File: src/rtl/mips_pkg.sv
// ============================================================================
// mips_pkg : shared fetch-state encoding, NOP word and opcode constants
// Rev 1.0
// ============================================================================
`default_nettype none

package mips_pkg;

  typedef enum logic [1:0] {
    ST_BOOT = 2'd0,
    ST_RUN  = 2'd1,
    ST_HALT = 2'd2
  } fetch_state_t;

  localparam logic [31:0] NOP_WORD = 32'h0000_0000;

  localparam logic [5:0] OP_J   = 6'b000010;
  localparam logic [5:0] OP_BEQ = 6'b000100;

endpackage

`default_nettype wire

File: src/rtl/ifetch_stage_pc_next_sel.sv
// ============================================================================
// pc_next_sel : combinational next-PC / bubble / hold selection for fetch
// Rev 1.0
// ============================================================================
`default_nettype none

module pc_next_sel
  import mips_pkg::*;
#(
  parameter int ADDR_W = 8
) (
  input  fetch_state_t      state,
  input  logic [ADDR_W-1:0] pc,
  input  logic              stall,
  input  logic              flush,
  input  logic              branch_taken,
  input  logic [ADDR_W-1:0] branch_target,
  input  logic              jump,
  input  logic [25:0]       jump_index,
  output logic [ADDR_W-1:0] pc_next,
  output logic [ADDR_W-1:0] pc_plus4,
  output logic              bubble,
  output logic              hold,
  output logic              misalign
);

  logic unused_jump_bits;
  assign unused_jump_bits = ^jump_index[25:ADDR_W-2];

  always_comb begin
    pc_plus4 = pc + ADDR_W'(4);
    pc_next  = pc;
    bubble   = 1'b0;
    hold     = 1'b0;
    misalign = 1'b0;
    unique case (state)
      ST_RUN: begin
        // Branch is the older instruction, so it beats a same-cycle jump.
        if (branch_taken) begin
          pc_next  = {branch_target[ADDR_W-1:2], 2'b00};
          bubble   = 1'b1;
          misalign = |branch_target[1:0];
        end else if (jump) begin
          pc_next = {jump_index[ADDR_W-3:0], 2'b00};
          bubble  = 1'b1;
        end else if (flush) begin
          pc_next = stall ? pc : pc_plus4;
          bubble  = 1'b1;
        end else if (stall) begin
          hold = 1'b1;
        end else begin
          pc_next = pc_plus4;
        end
      end
      default: begin
        // BOOT and HALT both freeze the PC and feed bubbles downstream.
        bubble = 1'b1;
      end
    endcase
  end

endmodule

`default_nettype wire

File: src/rtl/ifetch_stage.sv
// ============================================================================
// ifetch_stage : PC ownership, imem addressing and IF/ID register with
//                BOOT/RUN/HALT control. Rev 1.0
// ============================================================================
`default_nettype none

module ifetch_stage #(
  parameter int                 ADDR_W   = 8,
  parameter logic [ADDR_W-1:0]  RESET_PC = 8'h00,
  parameter logic [31:0]        NOP_WORD = 32'h0000_0000
) (
  input  logic              clk,
  input  logic              rst_n,
  input  logic              stall,
  input  logic              flush,
  input  logic              branch_taken,
  input  logic [ADDR_W-1:0] branch_target,
  input  logic              jump,
  input  logic [25:0]       jump_index,
  input  logic              halt_req,
  input  logic              resume,
  output logic [ADDR_W-1:0] imem_addr,
  input  logic [31:0]       imem_data,
  output logic              if_id_valid,
  output logic [31:0]       if_id_instr,
  output logic [ADDR_W-1:0] if_id_pc4,
  output logic              fetch_fault,
  output logic [1:0]        state
);

  import mips_pkg::*;

  fetch_state_t      cur_state;
  logic [ADDR_W-1:0] pc;
  logic [ADDR_W-1:0] pc_next;
  logic [ADDR_W-1:0] pc_plus4;
  logic              bubble;
  logic              hold;
  logic              misalign;

  pc_next_sel #(
    .ADDR_W(ADDR_W)
  ) u_sel (
    .state        (cur_state),
    .pc           (pc),
    .stall        (stall),
    .flush        (flush),
    .branch_taken (branch_taken),
    .branch_target(branch_target),
    .jump         (jump),
    .jump_index   (jump_index),
    .pc_next      (pc_next),
    .pc_plus4     (pc_plus4),
    .bubble       (bubble),
    .hold         (hold),
    .misalign     (misalign)
  );

  assign imem_addr = pc;
  assign state     = cur_state;

  always_ff @(posedge clk or negedge rst_n) begin
    if (!rst_n) begin
      cur_state   <= ST_BOOT;
      pc          <= RESET_PC;
      if_id_valid <= 1'b0;
      if_id_instr <= NOP_WORD;
      if_id_pc4   <= '0;
      fetch_fault <= 1'b0;
    end else begin
      pc <= pc_next;
      if (misalign) begin
        fetch_fault <= 1'b1;
      end

      if (bubble) begin
        if_id_valid <= 1'b0;
        if_id_instr <= NOP_WORD;
        if_id_pc4   <= '0;
      end else if (!hold) begin
        if_id_valid <= 1'b1;
        if_id_instr <= imem_data;
        if_id_pc4   <= pc_plus4;
      end

      unique case (cur_state)
        ST_BOOT: cur_state <= ST_RUN;
        ST_RUN:  if (halt_req) cur_state <= ST_HALT;
        ST_HALT: if (resume)   cur_state <= ST_RUN;
        default: cur_state <= ST_BOOT;
      endcase
    end
  end

endmodule

`default_nettype wire
File: config.mk
export PLATFORM = sky130hd
export DESIGN_NAME = ifetch_stage
export DESIGN_NICKNAME = d
export VERILOG_FILES = /design/src/rtl/mips_pkg.sv /design/src/rtl/ifetch_stage_pc_next_sel.sv /design/src/rtl/ifetch_stage.sv
export SDC_FILE = /design/constraint.sdc
export NUM_CORES = 1
export LEC_CHECK = 0
export CORE_ASPECT_RATIO = 0.8
export CORE_MARGIN = 2
export CORE_UTILIZATION = 37
export CTS_CLUSTER_DIAMETER = 200
export DETAILED_ROUTE_END_ITERATION = 8
export PLACE_DENSITY = 0.84
export SETUP_SLACK_MARGIN = 0.02
export SYNTH_ARGS = -nofsm -noshare
export SYNTH_HDL_FRONTEND = slang
export SYNTH_SLANG_ARGS = --single-unit
File: constraint.sdc
create_clock -name clk -period 1.5 [get_ports clk]
set_input_delay 0.15 -clock clk [delete_from_list [all_inputs] [get_ports clk]]
set_output_delay 0.15 -clock clk [all_outputs]
set_load 0.005 [all_outputs]
==> results.sh <==
export IMPL_leakage_nw=1.51
export IMPL_use_met3=0.0438
export IMPL_period_minus_slack_ns=1.46
export IMPL_route_detailed_drc=0
export IMPL_io_pins=126
export IMPL_yosys_area_top_type_share=0.569
export IMPL_syn_to_final_growth_pct=64.3
export IMPL_critical_path_class="flop to output pin"
export IMPL_cp_end_kind="output pin"
export IMPL_ant_nets=0
export IMPL_num_rows=24
export IMPL_timing_rr_start="imem_addr[2]"
export IMPL_ys_warn_count=0
export IMPL_grt_pass1_wl_um=8830
export IMPL_vias=1742
export IMPL_grt_usage=0.181
export IMPL_drtPass1Iterations=4
export IMPL_drtIter0Drc=49
export IMPL_port_buffers=101
export IMPL_rsz0062_at_grt="false"
export IMPL_reg2reg_depth=6
export IMPL_wirelength_um=5550
export IMPL_placed_cells=351
export IMPL_r2r_end="imem_addr[6]"
export IMPL_endpoint="imem_addr[2]"
export IMPL_synth_area_mm2=0.00211
export IMPL_startpoint="imem_addr[2]"
export IMPL_cts_root_buf="clkbuf_8"
export IMPL_wl_per_cell_um=15.4
export IMPL_htree_levels=2
export IMPL_post_route_util=0.634
export IMPL_core_mm2=0.00547
export IMPL_irDropWorstVdd_uv=645
export IMPL_stdcell_count=361
export IMPL_cts_sinks=48
export IMPL_cts_inserted_buffers=5
export IMPL_place_area_mm2=0.00333
export IMPL_cts_tree="done"
export IMPL_met2_usage=0.298
export IMPL_clk_pin_slew_worst_paths_ns=0.09
export IMPL_worst_ep_arrival_time_ns=1.31
export IMPL_fin_ws_ns=0.0442
export IMPL_hold_worst_slack_ns=0.365
export IMPL_status="complete, no violations"
export IMPL_yosysTopAreaCell="dfrtp_1"
export IMPL_top_usage_layer="met2"
export IMPL_cp_start_kind="flop"
export IMPL_crit_fanout=3
export IMPL_finalCritPeriodShare=0.971
export IMPL_gp_congestion=0.881
export IMPL_finClkSkew_ns=0.00691
export IMPL_cts_buffer_depth=2
export IMPL_fin_nets=357
export IMPL_vias_per_cell=4.83
export IMPL_antennaDiodeCount=0
export IMPL_place_ws_ns=-0.0742
export IMPL_synth_seq_cells=48
export IMPL_place_hpwl_um=4120
export IMPL_clock_fmax_mhz=687
export IMPL_maxCapViolations=0
export IMPL_die_x_um=88.4
export IMPL_hp_class="input port to async pin"
export IMPL_setup_viol=0
export IMPL_cellPowerDensity_mw_per_mm2=1100
export IMPL_globalRouteMet1Util=0.240
export IMPL_fin_area_mm2=0.00347
export IMPL_antenna_found_initial=0
export IMPL_hold_violations=0
export IMPL_dieHeight_um=71.6
export IMPL_die_area_mm2=0.00633
export IMPL_maxSlewViolCount=0
export IMPL_syn_instance_count=164
export IMPL_synthDistinctLibCells=34
export IMPL_grt_start_max_net_pins=49
export IMPL_grt_pass1_vias=1824
export IMPL_clock_latency_ns=0.30
export IMPL_grt_overflow=0
export IMPL_layout_drive_gt1_share=0.254
export IMPL_synth_area_leaders="dfrtp_1, a22o_2, buf_6"
export IMPL_yosysSeqAreaShare=0.569
export IMPL_avgSynthCellArea_um2=12.9
export IMPL_crit_required_ns=1.35
export IMPL_start_util=0.386
export IMPL_rrSetupSlack_ns=0.11
[cell usage in the layout, fill, tap and decap left out, types with 2 or more instances in the layout]
master,instances
a22o_1,2
o22ai_1,2
o21ai_0,7
clkdlybuf4s50_1,99
a21oi_1,12
nand2b_1,2
inv_1,6
dfrtp_1,47
o22a_1,3
xnor2_1,3
nor2_4,2
nand2_1,7
nand3_1,3
clkbuf_8,5
a22o_2,35
nor2_1,2
conb_1,4
buf_12,7
buf_4,12
[worst min path at each step]
| stage | slack [ns] | endpoint | cells past startpoint |
|---|---|---|---|
| after detailed placement | 0.16 | if_id_instr[3] | 2 |
| after CTS | 0.37 | if_id_instr[25] | 3 |
| after floorplan | -0.15 | fetch_fault | 0 |
| after global placement | 0.15 | if_id_instr[3] | 2 |
| final | 0.37 | if_id_pc4[4] | 3 |
| after global routing | 0.37 | if_id_instr[3] | 3 |
[flip-flops by register name (all words and copies together) (netlist names)]
signal and count:
if_id_instr 32, if_id_valid 1, fetch_fault 1, state 2, imem_addr 6, if_id_pc4 6
[stage by stage]
step           total power, mW  setup TNS (ns)
2_1_floorplan             2.14               0
3_3_place_gp              2.82          -0.114
3_5_place_dp              2.86          -0.238
4_1_cts                   3.83               0
5_1_grt                   4.02               0
6_report                  3.81               0
[kinds of logic after synthesis]
kind of cell,Yosys count,synth area share
AO/OA/AOI/OAI,67,0.267
flip-flops,48,0.569
AND/OR/NAND/NOR,23,0.0664
buffers and inverters,19,0.0682
XOR/XNOR,4,0.0166
adder cells (fa/ha/maj),1,0.00593
other,1,0.00178
multiplexers,1,0.00474
[synthesized netlist by cell type]
cell      number
a21oi_1       12
a22o_1         2
a22o_2        35
a22oi_1        1
a311oi_1       1
and2_1         1
and3_1         1
buf_2          1
buf_4          5
buf_6          7
conb_1         1
dfrtp_1       48
ha_1           1
inv_1          6
mux2i_1        1
nand2_1        7
nand2_2        1
nand2b_1       2
nand3_1        3
nor2_1         2
nor2_4         2
nor2b_1        1
nor2b_4        1
nor3_2         1
nor3b_1        1
o211ai_1       1
o21ai_0        7
o21ba_2        1
o21bai_1       1
o22a_1         3
o22ai_1        2
o31ai_4        1
xnor2_1        3
xor2_1         1
[area by class of cell]
| type | instances | area [um2] |
|---|---|---|
| multi-input cells | 100 | 785 |
| well taps | 78 | 97.6 |
| clock buffers | 5 | 68.8 |
| fillers | 463 | 2000 |
| repair buffers | 121 | 1250 |
| flip-flops and latches | 48 | 1200 |
| inverters | 6 | 22.5 |
| clock inverters | 3 | 42.5 |
[layer usage]
layer	up-vias	wire [um]
li1	830	-
met1	842	2410
met4	0	45
met3	5	367
met5	-	0
met2	65	2720
[timing repair]
action,4_1_cts,5_1_grt
hold buffers,1,0
endpoints found under the hold margin,48,0
setup buffers,1,0
endpoints found under the setup margin,1,3
resized for setup,0,3
gates cloned,0,0
[worst max-delay path, cell delays in order, from the launching register on]
cell and delay (ns):
dfrtp_1 0.38, buf_4 0.13, clkdlybuf4s50_1 0.50
[report_power, final]
group / switching, mW / total [mW] / internal (mW) / leakage (nW)
clock: 0.449 / 0.943 / 0.494 / 0.0541
combinational: 0.515 / 1.29 / 0.774 / 0.810
sequential: 0.145 / 1.58 / 1.44 / 0.644
Note: power is estimated with default switching activity, not from simulation.
